$ cat src/rtl/orb_pkg.sv
// Shared constants, state encoding and the word-content function for the
// Orbita frame filler family.
package orb_pkg;

    localparam int WORD_W     = 12;

    // Pointer widths for each frame format (FRAME_WORDS = 2**AW).
    localparam int ORB_M16_AW = 11;
    localparam int ORB_M8_AW  = 10;
    localparam int ORB_M4_AW  = 9;
    localparam int ORB_M2_AW  = 8;
    localparam int ORB_M1_AW  = 7;

    localparam logic [WORD_W-1:0] ORB_MARKER_DEF = 12'hE4B;

    typedef enum logic {
        ST_FIRST = 1'b0,
        ST_RUN   = 1'b1
    } orb_state_e;

    // Word content for a zero-extended pointer: marker, frame count, then ramp.
    function automatic logic [WORD_W-1:0] orb_word(
        input logic [WORD_W-1:0] ptr_ext,
        input logic [WORD_W-1:0] fc_lo,
        input logic [WORD_W-1:0] marker,
        input logic              ramp_en
    );
        logic [WORD_W-1:0] w;
        if (ptr_ext == 12'd0) begin
            w = marker;
        end else if (ptr_ext == 12'd1) begin
            w = fc_lo;
        end else if (ramp_en) begin
            w = ptr_ext + fc_lo;   // 12-bit wrap is intended
        end else begin
            w = 12'h000;
        end
        return w;
    endfunction

endpackage

$ cat src/rtl/orb_req_sync.sv
// Slow-domain request level -> single fast-clock pulse. Two synchronizer
// flops, one history flop and a registered edge pulse, so a level first
// sampled high at edge k yields pulse_out high in the cycle after edge k+2.
module orb_req_sync (
    input  logic clk,
    input  logic reset,
    input  logic lvl_in,
    output logic pulse_out
);

    logic r_sync1;
    logic r_sync2;
    logic r_hist;
    logic r_pulse;

    // Synchronize the level, remember the previous value, register the rising edge.
    always_ff @(posedge clk) begin
        if (reset) begin
            r_sync1 <= 1'b0;
            r_sync2 <= 1'b0;
            r_hist  <= 1'b0;
            r_pulse <= 1'b0;
        end else begin
            r_sync1 <= lvl_in;
            r_sync2 <= r_sync1;
            r_hist  <= r_sync2;
            r_pulse <= r_sync2 & ~r_hist;
        end
    end

    assign pulse_out = r_pulse;

endmodule

$ cat src/rtl/orb_frame_filler.sv
// Deterministic word source for the Orbita frame formers. Serves marker,
// frame counter or ramp for each requested pointer, counts completed
// frames and flags pointer-sequence discontinuities.
module orb_frame_filler
    import orb_pkg::*;
#(
    parameter int                ADDR_W  = ORB_M16_AW,
    parameter logic [WORD_W-1:0] MARKER  = ORB_MARKER_DEF,
    parameter bit                RAMP_EN = 1'b1
) (
    input  logic              clk,
    input  logic              reset,
    input  logic              bufGetWord,
    input  logic [ADDR_W-1:0] bufRdPointer,
    output logic [11:0]       dataWord,
    output logic              wordStrobe,
    output logic [15:0]       frameCnt,
    output logic              seqErr,
    output logic [7:0]        errCnt
);

    // Pointers wider than the word cannot be zero-extended into the ramp.
    if (ADDR_W > WORD_W || ADDR_W < 1) begin : g_bad_addr_w
        $error("orb_frame_filler: ADDR_W must be in 1..12");
    end

    logic              w_req;
    logic [WORD_W-1:0] w_ptr_ext;
    logic [ADDR_W-1:0] w_expected;
    logic              w_is_last;
    logic              w_seq_bad;
    orb_state_e        w_state_nxt;

    orb_state_e        r_state;
    logic [ADDR_W-1:0] r_last_ptr;
    logic [11:0]       r_data_word;
    logic              r_word_strobe;
    logic [15:0]       r_frame_cnt;
    logic              r_seq_err;
    logic [7:0]        r_err_cnt;

    orb_req_sync u_req_sync (
        .clk       (clk),
        .reset     (reset),
        .lvl_in    (bufGetWord),
        .pulse_out (w_req)
    );

    assign w_ptr_ext  = WORD_W'(bufRdPointer);
    assign w_expected = r_last_ptr + ADDR_W'(1'b1);   // wraps at FRAME_WORDS
    assign w_is_last  = (bufRdPointer == {ADDR_W{1'b1}});

    // Next state and sequence check; the first request after reset is never checked.
    always_comb begin
        w_state_nxt = r_state;
        w_seq_bad   = 1'b0;
        case (r_state)
            ST_FIRST: begin
                if (w_req) begin
                    w_state_nxt = ST_RUN;
                end else begin
                    w_state_nxt = ST_FIRST;
                end
            end
            ST_RUN: begin
                w_state_nxt = ST_RUN;
                if (bufRdPointer != w_expected) begin
                    w_seq_bad = 1'b1;
                end else begin
                    w_seq_bad = 1'b0;
                end
            end
            default: begin
                w_state_nxt = ST_FIRST;
                w_seq_bad   = 1'b0;
            end
        endcase
    end

    // FSM state register.
    always_ff @(posedge clk) begin
        if (reset) begin
            r_state <= ST_FIRST;
        end else begin
            r_state <= w_state_nxt;
        end
    end

    // Serve the word, advance frame count and track sequence errors on each request.
    always_ff @(posedge clk) begin
        if (reset) begin
            r_last_ptr    <= '0;
            r_data_word   <= 12'h000;
            r_word_strobe <= 1'b0;
            r_frame_cnt   <= 16'h0000;
            r_seq_err     <= 1'b0;
            r_err_cnt     <= 8'h00;
        end else begin
            r_word_strobe <= 1'b0;
            r_seq_err     <= 1'b0;
            if (w_req) begin
                // Word at the final pointer carries the pre-increment count.
                r_data_word   <= orb_word(w_ptr_ext, r_frame_cnt[11:0], MARKER, RAMP_EN);
                r_word_strobe <= 1'b1;
                r_last_ptr    <= bufRdPointer;
                if (w_is_last) begin
                    r_frame_cnt <= r_frame_cnt + 16'd1;
                end
                if (w_state_nxt == ST_RUN && r_state == ST_RUN && w_seq_bad) begin
                    r_seq_err <= 1'b1;
                    if (r_err_cnt != 8'hFF) begin
                        r_err_cnt <= r_err_cnt + 8'd1;
                    end
                end
            end
        end
    end

    assign dataWord   = r_data_word;
    assign wordStrobe = r_word_strobe;
    assign frameCnt   = r_frame_cnt;
    assign seqErr     = r_seq_err;
    assign errCnt     = r_err_cnt;

endmodule

$ cat config.mk
export PLATFORM = sky130hd
export DESIGN_NAME = orb_frame_filler
export DESIGN_NICKNAME = d
export VERILOG_FILES = /design/src/rtl/orb_pkg.sv /design/src/rtl/orb_req_sync.sv /design/src/rtl/orb_frame_filler.sv
export SDC_FILE = /design/constraint.sdc
export NUM_CORES = 1
export LEC_CHECK = 0
export CORE_MARGIN = 2
export CORE_UTILIZATION = 40
export CTS_CLUSTER_SIZE = 14
export DETAILED_ROUTE_END_ITERATION = 8
export PLACE_DENSITY = 0.71
export SYNTH_ARGS = -nofsm -noshare
export SYNTH_HDL_FRONTEND = slang
export SYNTH_SLANG_ARGS = --single-unit
$ cat constraint.sdc
create_clock -name clk -period 7.4 [get_ports clk]
set_input_delay 2.22 -clock clk [delete_from_list [all_inputs] [get_ports clk]]
set_output_delay 2.22 -clock clk [all_outputs]
set_load 0.1 [all_outputs]
==> results.sh, run 1 <==
export IMPL_fin_area_sq_um=3660
export IMPL_cts_tree="yes"
export IMPL_max_cap_violations=0
export IMPL_nets=425
export IMPL_drt_pass1_iter_count=4
export IMPL_worst_pin_slew_ns=0.988
export IMPL_grt_util_all_layers=0.173
export IMPL_drv_slew=0
export IMPL_clock_fmax_mhz=218
export IMPL_synthCells=353
export IMPL_p_leak_nw=1.33
export IMPL_cts_buffer_depth=2
export IMPL_io_pins=52
export IMPL_ant_nets=0
export IMPL_h_tree_depth=2
export IMPL_wirelength_microns=7000
export IMPL_drcViolationCount=0
export IMPL_cp_endpoint="dataWord[10]"
export IMPL_syn_to_final_growth_pct=21.8
export IMPL_path_class="in -> reg"
export IMPL_dpl_cell_area_sq_um=3560
export IMPL_rrSetupSlack_ns=4.89
export IMPL_core_area_sq_um=7250
export IMPL_hold_viol=0
export IMPL_start_util=0.414
export IMPL_rsz0062_at_grt="no"
export IMPL_die_y_microns=90.6
export IMPL_rows=31
export IMPL_outcome="finished, final reports clean"
export IMPL_async_reset_ff_frac=0
export IMPL_hp_class="reg -> reg"
export IMPL_worstPathRequired_ns=7.63
export IMPL_synth_seq_area_share=0.360
export IMPL_r2r_end="errCnt[1]"
export IMPL_worstSkewPairLatency_ns=0.32
export IMPL_fillCellCount=707
export IMPL_post_cts_repair_setup_buffers=0
export IMPL_root_buffer="clkbuf_8"
export IMPL_worstPathArrival_ns=4.83
export IMPL_grt_first_pass_wirelength_microns=11800
export IMPL_grt_overflow=0
export IMPL_setup_tns_final_ns=0
export IMPL_cts_clk_slew_worst_paths_ns=0.11
export IMPL_cts_resized=0
export IMPL_peakVddDrop_uv=92.9
export IMPL_antenna_cells=0
export IMPL_syn_avg_cell_area_sq_um=8.50
export IMPL_synth_seq_cells=54
export IMPL_mostFrequentLayoutCells="dfxtp_1, nor2_1, clkdlybuf4s50_1"
export IMPL_grt_max_degree=54
export IMPL_register_area_sq_um=1080
export IMPL_cp_max_fo=8
export IMPL_viasPerCell=5.38
export IMPL_power_density_nw_per_um2=148
export IMPL_syn_num_nets=382
export IMPL_worstReg2RegStart="r_last_ptr[0]"
export IMPL_final_common_cell="dfxtp_1"
export IMPL_vias=2669
export IMPL_antenna_found_initial=0
export IMPL_hold_buffers=0
export IMPL_clock_sink_count=54
export IMPL_ff2ff_path_depth=8
export IMPL_synth_ff_type="dfxtp_1"
export IMPL_port_buffers=51
export IMPL_fin_crit_sh=0.621
export IMPL_multi_input_area_sq_um=1820
export IMPL_cts_made_buffers=5
export IMPL_gp_congestion=0.848
export IMPL_ys_types=51
export IMPL_cp_end_kind="flop"
export IMPL_post_dp_hpwl_microns=5130
export IMPL_period_needed_ns=4.59
export IMPL_post_route_cells_drive_above_1_share=0.0428
export IMPL_post_route_util=0.504
export IMPL_die_x_microns=90.6
export IMPL_dieArea_sq_um=8210
export IMPL_skew_ns=0.00789
export IMPL_yosys_warnings=0
export IMPL_setup_viol=0
export IMPL_crit_start="bufRdPointer[0]"
export IMPL_drtIter0Drc=153
export IMPL_grt_pass1_vias=2491
export IMPL_relSlewSlack=0.339
export IMPL_startpoint_type="input pin"
export IMPL_wl_per_cell_microns=14.1
export IMPL_synth_edf_count=0
export IMPL_netlist_area_sq_um=3000
## power breakdown
part	switching [mW]	leakage (nW)	internal (mW)	total, mW
sequential	0.00339	0.437	0.295	0.298
combinational	0.0407	0.849	0.0234	0.0642
clock	0.108	0.0491	0.0699	0.178
## routing by layer
metal,vias up,global-route usage,part of all wire,wire (microns)
met5,-,0,0,0
met4,0,0.0269,0.0064,45
met3,6,0.0376,0.052,367
met2,70,0.290,0.46,3230
met1,1256,0.233,0.48,3350
li1,1337,-,-,-
## kinds of logic after synthesis
family | share of synthesized area
AO/OA/AOI/OAI | 0.157
flip-flops | 0.360
AND/OR/NAND/NOR | 0.222
adder cells (fa/ha/maj) | 0.0650
multiplexers | 0.0467
buffers and inverters | 0.0333
XOR/XNOR | 0.115
## final cells by class
class,count,area share
Multi-Input combinational cell,277,0.498
Sequential cell,54,0.296
Inverter,6,0.00616
Clock buffer,5,0.0188
Clock inverter,3,0.00719
Timing Repair Buffer,52,0.140
Tap cell,99,0.0339
## critical path, cell delays in order
cell and delay (ns):
clkdlybuf4s50_1 0.56, ha_1 0.31, fa_1 0.40, a21oi_1 0.19, o21ai_0 0.15, a211oi_1 0.39
o21ai_0 0.19, xor2_1 0.15, nand2_1 0.06, a211oi_1 0.21
## stage by stage
| step | setup WS, ns | total power, mW | cells | hold WS (ns) |
|---|---|---|---|---|
| after global routing | 2.60 | 0.562 | 496 | 0.414 |
| final | 2.81 | 0.540 | 496 | 0.387 |
| after global placement | 2.61 | 0.368 | 488 | 0.373 |
| after floorplan | 3.43 | 0.348 | 353 | 0.367 |
| after CTS | 2.83 | 0.547 | 496 | 0.390 |
| after detailed placement | 2.50 | 0.369 | 488 | 0.375 |
## state kept, by name (all words and copies together) (netlist names)
name and count:
r_state 1, r_last_ptr 11, dataWord 12, u_req_sync.r_hist 1, u_req_sync.r_sync2 1, u_req_sync.pulse_out 1, frameCnt 16, errCnt 8
wordStrobe 1, seqErr 1, u_req_sync.r_sync1 1
## how the worst min path moves through the flow
stage / from / endpoint / slack [ns] / cells past startpoint
after floorplan: u_req_sync.r_hist / u_req_sync.pulse_out / 0.37 / 1
after global placement: u_req_sync.r_hist / u_req_sync.pulse_out / 0.37 / 1
after detailed placement: u_req_sync.r_hist / u_req_sync.pulse_out / 0.37 / 1
after CTS: u_req_sync.r_hist / u_req_sync.pulse_out / 0.39 / 1
after global routing: u_req_sync.r_hist / u_req_sync.pulse_out / 0.41 / 1
final: u_req_sync.r_hist / u_req_sync.pulse_out / 0.39 / 1
## cell usage after synthesis (all sizes together), types with 5 or more instances
| cell type | n | area [sq um] |
|---|---|---|
| dfxtp | 54 | 1080 |
| or3 | 5 | 31.3 |
| xor2 | 20 | 175 |
| clkbuf | 10 | 37.5 |
| xnor2 | 17 | 149 |
| nand4 | 9 | 56.3 |
| nand2 | 33 | 124 |
| nor2 | 50 | 188 |
| a21oi | 21 | 105 |
| nand3 | 13 | 65.1 |
| nor3 | 5 | 30.0 |
| and3 | 6 | 38.8 |
| buf | 6 | 40.0 |
| a211oi | 7 | 62.6 |
| inv | 5 | 18.8 |
| a311oi | 5 | 43.8 |
| o21ai | 14 | 70.1 |
| mux2i | 14 | 140 |
| ha | 14 | 175 |
| nor2b | 5 | 31.3 |
(Power assumes the default switching activity.)
==> inputs of run 2 (changes only) <==
--- a/config.mk
+++ b/config.mk
@@ -9,7 +9,7 @@
 export CORE_UTILIZATION = 40
 export CTS_CLUSTER_SIZE = 14
 export DETAILED_ROUTE_END_ITERATION = 8
-export PLACE_DENSITY = 0.71
+export PLACE_DENSITY = 0.74
 export SYNTH_ARGS = -nofsm -noshare
 export SYNTH_HDL_FRONTEND = slang
 export SYNTH_SLANG_ARGS = --single-unit
==> constraint.sdc (replaced) <==
create_clock -name clk -period 3.79 [get_ports clk]
set_input_delay 1.137 -clock clk [delete_from_list [all_inputs] [get_ports clk]]
set_output_delay 1.137 -clock clk [all_outputs]
set_load 0.1 [all_outputs]
==> run 2 against run 1 <==
Core utilization down 0.85 points. Cell area down 1.7%. Cell count up 1.0%. Register-to-register slack worse by 3.6 ns. Non-clock buffer count up 6. Via count down 0.49%. Flip-flop and latch count unchanged.
==> results.sh, run 2 (synthesis results as in run 1) <==
export IMPL_nets=431
export IMPL_crit_cells=10
export IMPL_critPathBufInv=1
export IMPL_cts_resized=0
export IMPL_cts_tree="yes"
export IMPL_hp_class="reg -> reg"
export IMPL_outcome="finished, final reports clean"
export IMPL_worstPathArrival_ns=3.54
export IMPL_place_ws_ns=0.191
export IMPL_post_route_util=0.496
export IMPL_worstSkewPairLatency_ns=0.31
export IMPL_cp_max_fo=2
export IMPL_p_leak_nw=1.43
export IMPL_vias=2656
export IMPL_fin_area_sq_um=3590
export IMPL_peakVddDrop_uv=139
export IMPL_worst_slack_ns=0.478
export IMPL_critPathMaxStageDelay_ns=0.46
export IMPL_grt_overflow=0
export IMPL_drtIter0Drc=113
export IMPL_setup_viol=0
export IMPL_power_density_nw_per_um2=285
export IMPL_dp_cells=494
export IMPL_use_met2=0.304
export IMPL_skew_ns=0.00909
export IMPL_rrSetupSlack_ns=1.26
export IMPL_dieArea_sq_um=8210
export IMPL_io_pins=52
export IMPL_cts_made_buffers=5
export IMPL_stdcell_count=501
export IMPL_cts_clk_slew_worst_paths_ns=0.10
export IMPL_worst_pin_slew_ns=0.694
export IMPL_clock_sink_count=54
export IMPL_ant_nets=0
export IMPL_grt_util_all_layers=0.181
export IMPL_worstPathCellList="clkdlybuf4s50_1, ha_1, fa_1, a21oi_1, o21ai_0, a211oi_1, o21ai_0, xor2_1, nand2_1, a211oi_1"
export IMPL_relSlewSlack=0.537
export IMPL_totalPowerFinal_mw=1.02
export IMPL_top_usage_layer="met2"
export IMPL_hold_depth=1
export IMPL_dpl_cell_area_sq_um=3510
export IMPL_cp_endpoint="dataWord[10]"
export IMPL_drcViolationCount=0
export IMPL_fillCellCount=700
export IMPL_clock_fmax_mhz=302
export IMPL_slowest_stage="clkdlybuf4s50_1"
export IMPL_syn_to_final_growth_pct=19.8
export IMPL_grtUsageMet1=0.237
export IMPL_period_needed_ns=3.31
export IMPL_grt_max_degree=39
export IMPL_max_cap_violations=0
export IMPL_post_dp_hpwl_microns=5440
export IMPL_largest_reg_flops=16
export IMPL_root_buffer="clkbuf_8"
export IMPL_startpoint_type="input pin"
export IMPL_cts_buffer_depth=2
export IMPL_worstReg2RegStart="r_last_ptr[0]"
export IMPL_met3_usage=0.0351
export IMPL_drv_slew=0
export IMPL_path_delay_family="compound AO/OA/AOI/OAI gates"
export IMPL_crit_start="bufRdPointer[0]"
export IMPL_die_x_microns=90.6
export IMPL_post_cts_repair_setup_buffers=0
export IMPL_cp_end_kind="flop"
export IMPL_rsz0062_at_grt="no"
export IMPL_final_common_cell="dfxtp_1"
export IMPL_drt_pass1_iter_count=4
export IMPL_hold_ws_ns=0.396
export IMPL_port_buffers=51
export IMPL_wl_per_cell_microns=14.1
export IMPL_r2r_end="errCnt[1]"
export IMPL_die_y_microns=90.6
export IMPL_antenna_cells=0
export IMPL_grt_first_pass_wirelength_microns=12200
export IMPL_ff2ff_path_depth=8
export IMPL_h_tree_depth=2
export IMPL_fin_crit_sh=0.874
export IMPL_mostFrequentLayoutCells="dfxtp_1, nor2_1, buf_4"
export IMPL_start_util=0.414
export IMPL_setup_tns_final_ns=0
export IMPL_post_route_cells_drive_above_1_share=0.149
export IMPL_worstPathRequired_ns=4.02
export IMPL_path_class="in -> reg"
export IMPL_rows=31
export IMPL_core_area_sq_um=7250
export IMPL_gp_congestion=0.893
export IMPL_grt_pass1_vias=2476
export IMPL_wirelength_microns=7070
export IMPL_viasPerCell=5.30
export IMPL_hold_viol=0
export IMPL_hold_buffers=0
export IMPL_antenna_found_initial=0
## run 2: changes by cell type in the layout (fill, tap and decap cells not counted), sizes merged
| cell | change |
|---|---|
| inv | -2 |
| buf | +44 |
| clkinvlp | +2 |
| clkinv | -1 |
| clkdlybuf4s50 | -38 |
## run 2: worst min path at each step
stage                      endpoint              start  slack [ns]
2_1_floorplan  u_req_sync.pulse_out  u_req_sync.r_hist        0.37
3_3_place_gp   u_req_sync.pulse_out  u_req_sync.r_hist        0.37
3_5_place_dp   u_req_sync.pulse_out  u_req_sync.r_hist        0.38
4_1_cts        u_req_sync.pulse_out  u_req_sync.r_hist        0.40
5_1_grt        u_req_sync.pulse_out  u_req_sync.r_hist        0.41
6_report       u_req_sync.pulse_out  u_req_sync.r_hist        0.40
## run 2: power by group
part / internal (mW) / switching (mW) / total [mW]
Sequential: 0.575 / 0.00816 / 0.583
Clock: 0.127 / 0.189 / 0.316
Combinational: 0.0470 / 0.0785 / 0.126
## run 2: final cells by class
| class | instances | area, sq um | area share |
|---|---|---|---|
| Multi-Input combinational cell | 277 | 1820 | 0.506 |
| Inverter | 6 | 22.5 | 0.00627 |
| Clock buffer | 5 | 68.8 | 0.0191 |
| Clock inverter | 2 | 15.0 | 0.00418 |
| Timing Repair Buffer | 58 | 463 | 0.129 |
| Tap cell | 99 | 124 | 0.0345 |
| Sequential cell | 54 | 1080 | 0.301 |
## run 2: worst reg2reg max path, stage by stage, from the launching register on
cell	delay [ns]
dfxtp_1	0.37
ha_1	0.26
and2_1	0.24
a311o_1	0.35
a211oi_2	0.20
nand4_1	0.20
o211ai_2	0.50
mux2i_1	0.24
nor2_1	0.05
## run 2: per-layer routing
layer,wire (microns),vias up,part of all wire
met4,63,0,0.0089
met3,415,5,0.059
met2,3360,68,0.47
li1,-,1348,-
met5,0,-,0
met1,3240,1235,0.46
==> inputs of run 3 (changes only) <==
--- a/config.mk
+++ b/config.mk
@@ -5,11 +5,13 @@
 export SDC_FILE = /design/constraint.sdc
 export NUM_CORES = 1
 export LEC_CHECK = 0
+export CELL_PAD_IN_SITES_DETAIL_PLACEMENT = 0
+export CELL_PAD_IN_SITES_GLOBAL_PLACEMENT = 1
 export CORE_MARGIN = 2
-export CORE_UTILIZATION = 40
+export CORE_UTILIZATION = 36
 export CTS_CLUSTER_SIZE = 14
 export DETAILED_ROUTE_END_ITERATION = 8
-export PLACE_DENSITY = 0.74
+export PLACE_DENSITY = 0.85
 export SYNTH_ARGS = -nofsm -noshare
 export SYNTH_HDL_FRONTEND = slang
 export SYNTH_SLANG_ARGS = --single-unit
==> constraint.sdc (replaced) <==
create_clock -name clk -period 3.79 [get_ports clk]
set_input_delay 0.9475 -clock clk [delete_from_list [all_inputs] [get_ports clk]]
set_output_delay 0.9475 -clock clk [all_outputs]
set_load 0.1 [all_outputs]
==> run 3 against run 2 <==
Cell area up 2.1%. Fmax up 6.4%. Die area up 11%. Total power up 3.5%. Critical endpoint is now dataWord[9]. Hold slack better by 0.0021 ns.
==> results.sh, run 3 (synthesis results as in run 1) <==
export IMPL_clock_fmax_mhz=321
export IMPL_cts_buffer_depth=2
export IMPL_multi_input_area_sq_um=1820
export IMPL_totalPowerFinal_mw=1.06
export IMPL_fin_crit_sh=0.821
export IMPL_fillCellCount=815
export IMPL_post_dp_hpwl_microns=5590
export IMPL_viasPerCell=5.36
export IMPL_peakVddDrop_uv=159
export IMPL_antenna_found_initial=0
export IMPL_drcViolationCount=0
export IMPL_worstPathArrival_ns=3.35
export IMPL_skew_ns=0.0111
export IMPL_grt_pass1_vias=2610
export IMPL_hp_class="reg -> reg"
export IMPL_worstPathRequired_ns=4.02
export IMPL_hold_buffers=0
export IMPL_max_cap_violations=0
export IMPL_stdcell_count=506
export IMPL_mostFrequentLayoutCells="dfxtp_1, nor2_1, clkdlybuf4s50_1"
export IMPL_outcome="finished, final reports clean"
export IMPL_post_route_cells_drive_above_1_share=0.0773
export IMPL_post_route_util=0.451
export IMPL_clock_sink_count=54
export IMPL_drv_slew=0
export IMPL_io_pins=52
export IMPL_worstReg2RegStart="r_last_ptr[0]"
export IMPL_drtIter0Drc=150
export IMPL_core_area_sq_um=8130
export IMPL_cts_made_buffers=5
export IMPL_wl_per_cell_microns=14.9
export IMPL_grt_util_all_layers=0.178
export IMPL_start_util=0.369
export IMPL_worstHoldStart="u_req_sync.r_hist"
export IMPL_p_leak_nw=1.38
export IMPL_hold_viol=0
export IMPL_setup_viol=0
export IMPL_crit_start="bufRdPointer[1]"
export IMPL_dp_cells=498
export IMPL_power_density_nw_per_um2=289
export IMPL_rsz0062_at_grt="no"
export IMPL_rows=33
export IMPL_syn_to_final_growth_pct=22.3
export IMPL_cp_end_kind="flop"
export IMPL_ant_nets=0
export IMPL_cts_clk_slew_worst_paths_ns=0.11
export IMPL_startpoint_type="input pin"
export IMPL_die_x_microns=95.3
export IMPL_port_buffers=51
export IMPL_drt_pass1_iter_count=4
export IMPL_worst_pin_slew_ns=0.980
export IMPL_cp_endpoint="dataWord[9]"
export IMPL_root_buffer="clkbuf_8"
export IMPL_grt_first_pass_wirelength_microns=12700
export IMPL_h_tree_depth=2
export IMPL_relSlewSlack=0.345
export IMPL_largest_reg_flops=16
export IMPL_grt_max_degree=42
export IMPL_cts_resized=0
export IMPL_gp_congestion=0.858
export IMPL_antenna_cells=0
export IMPL_die_y_microns=95.3
export IMPL_vias=2712
export IMPL_setup_tns_final_ns=0
export IMPL_dieArea_sq_um=9080
export IMPL_wirelength_microns=7530
export IMPL_rrSetupSlack_ns=1.32
export IMPL_register_area_sq_um=1080
export IMPL_cts_tree="yes"
export IMPL_worstSkewPairLatency_ns=0.32
export IMPL_grt_overflow=0
export IMPL_ff2ff_path_depth=8
export IMPL_period_needed_ns=3.11
export IMPL_r2r_end="errCnt[5]"
export IMPL_final_common_cell="dfxtp_1"
export IMPL_cp_max_fo=6
export IMPL_path_class="in -> reg"
export IMPL_nets=429
export IMPL_post_cts_repair_setup_buffers=0
run 3: changes by cell type in the layout (fill, tap and decap cells not counted), sizes merged:
cell	previous run	this run
buf	46	16
clkdlybuf4s50	12	40
clkinvlp	2	0
inv	5	7
clkinv	1	2
run 3: how the worst min path moves through the flow:
stage | end | slack [ns] | cells after the start
after detailed placement | u_req_sync.pulse_out | 0.38 | 1
final | u_req_sync.pulse_out | 0.40 | 1
after floorplan | u_req_sync.pulse_out | 0.37 | 1
after global routing | u_req_sync.pulse_out | 0.44 | 1
after global placement | u_req_sync.pulse_out | 0.37 | 1
after CTS | u_req_sync.pulse_out | 0.40 | 1
run 3: metal layers:
layer | global-route usage | vias up | wire length (microns)
li1 | - | 1348 | -
met1 | 0.241 | 1286 | 3450
met2 | 0.289 | 66 | 3630
met3 | 0.0237 | 12 | 307
met4 | 0.0676 | 0 | 142
met5 | 0 | - | 0
run 3: area by class of cell:
type | instances | share of cell area
Multi-Input combinational cell | 277 | 0.496
Sequential cell | 54 | 0.294
Timing Repair Buffer | 56 | 0.141
Tap cell | 105 | 0.0358
Clock buffer | 5 | 0.0187
Clock inverter | 3 | 0.00784
Inverter | 6 | 0.00613
run 3: stage by stage:
stage / cell area, sq um / setup WS (ns) / hold slack, ns
after floorplan: 3000 / 0.979 / 0.367
after global placement: 3570 / 0.457 / 0.375
after detailed placement: 3570 / 0.388 / 0.382
after CTS: 3670 / 0.715 / 0.401
after global routing: 3670 / 0.473 / 0.436
final: 3670 / 0.677 / 0.398
run 3: power by group:
group          internal [mW]  total [mW]  switching [mW]  leakage (nW)
combinational         0.0470       0.128          0.0809         0.889
clock                  0.139       0.350           0.211        0.0506
sequential             0.575       0.583         0.00753         0.437
run 3: worst max-delay path: stages:
cell and delay, ns:
clkdlybuf4s50_1 0.63, ha_1 0.29, a21o_1 0.16, a21oi_1 0.27
o21ai_0 0.22, a221oi_1 0.34, xnor2_1 0.17, mux2i_1 0.09
a211oi_1 0.23
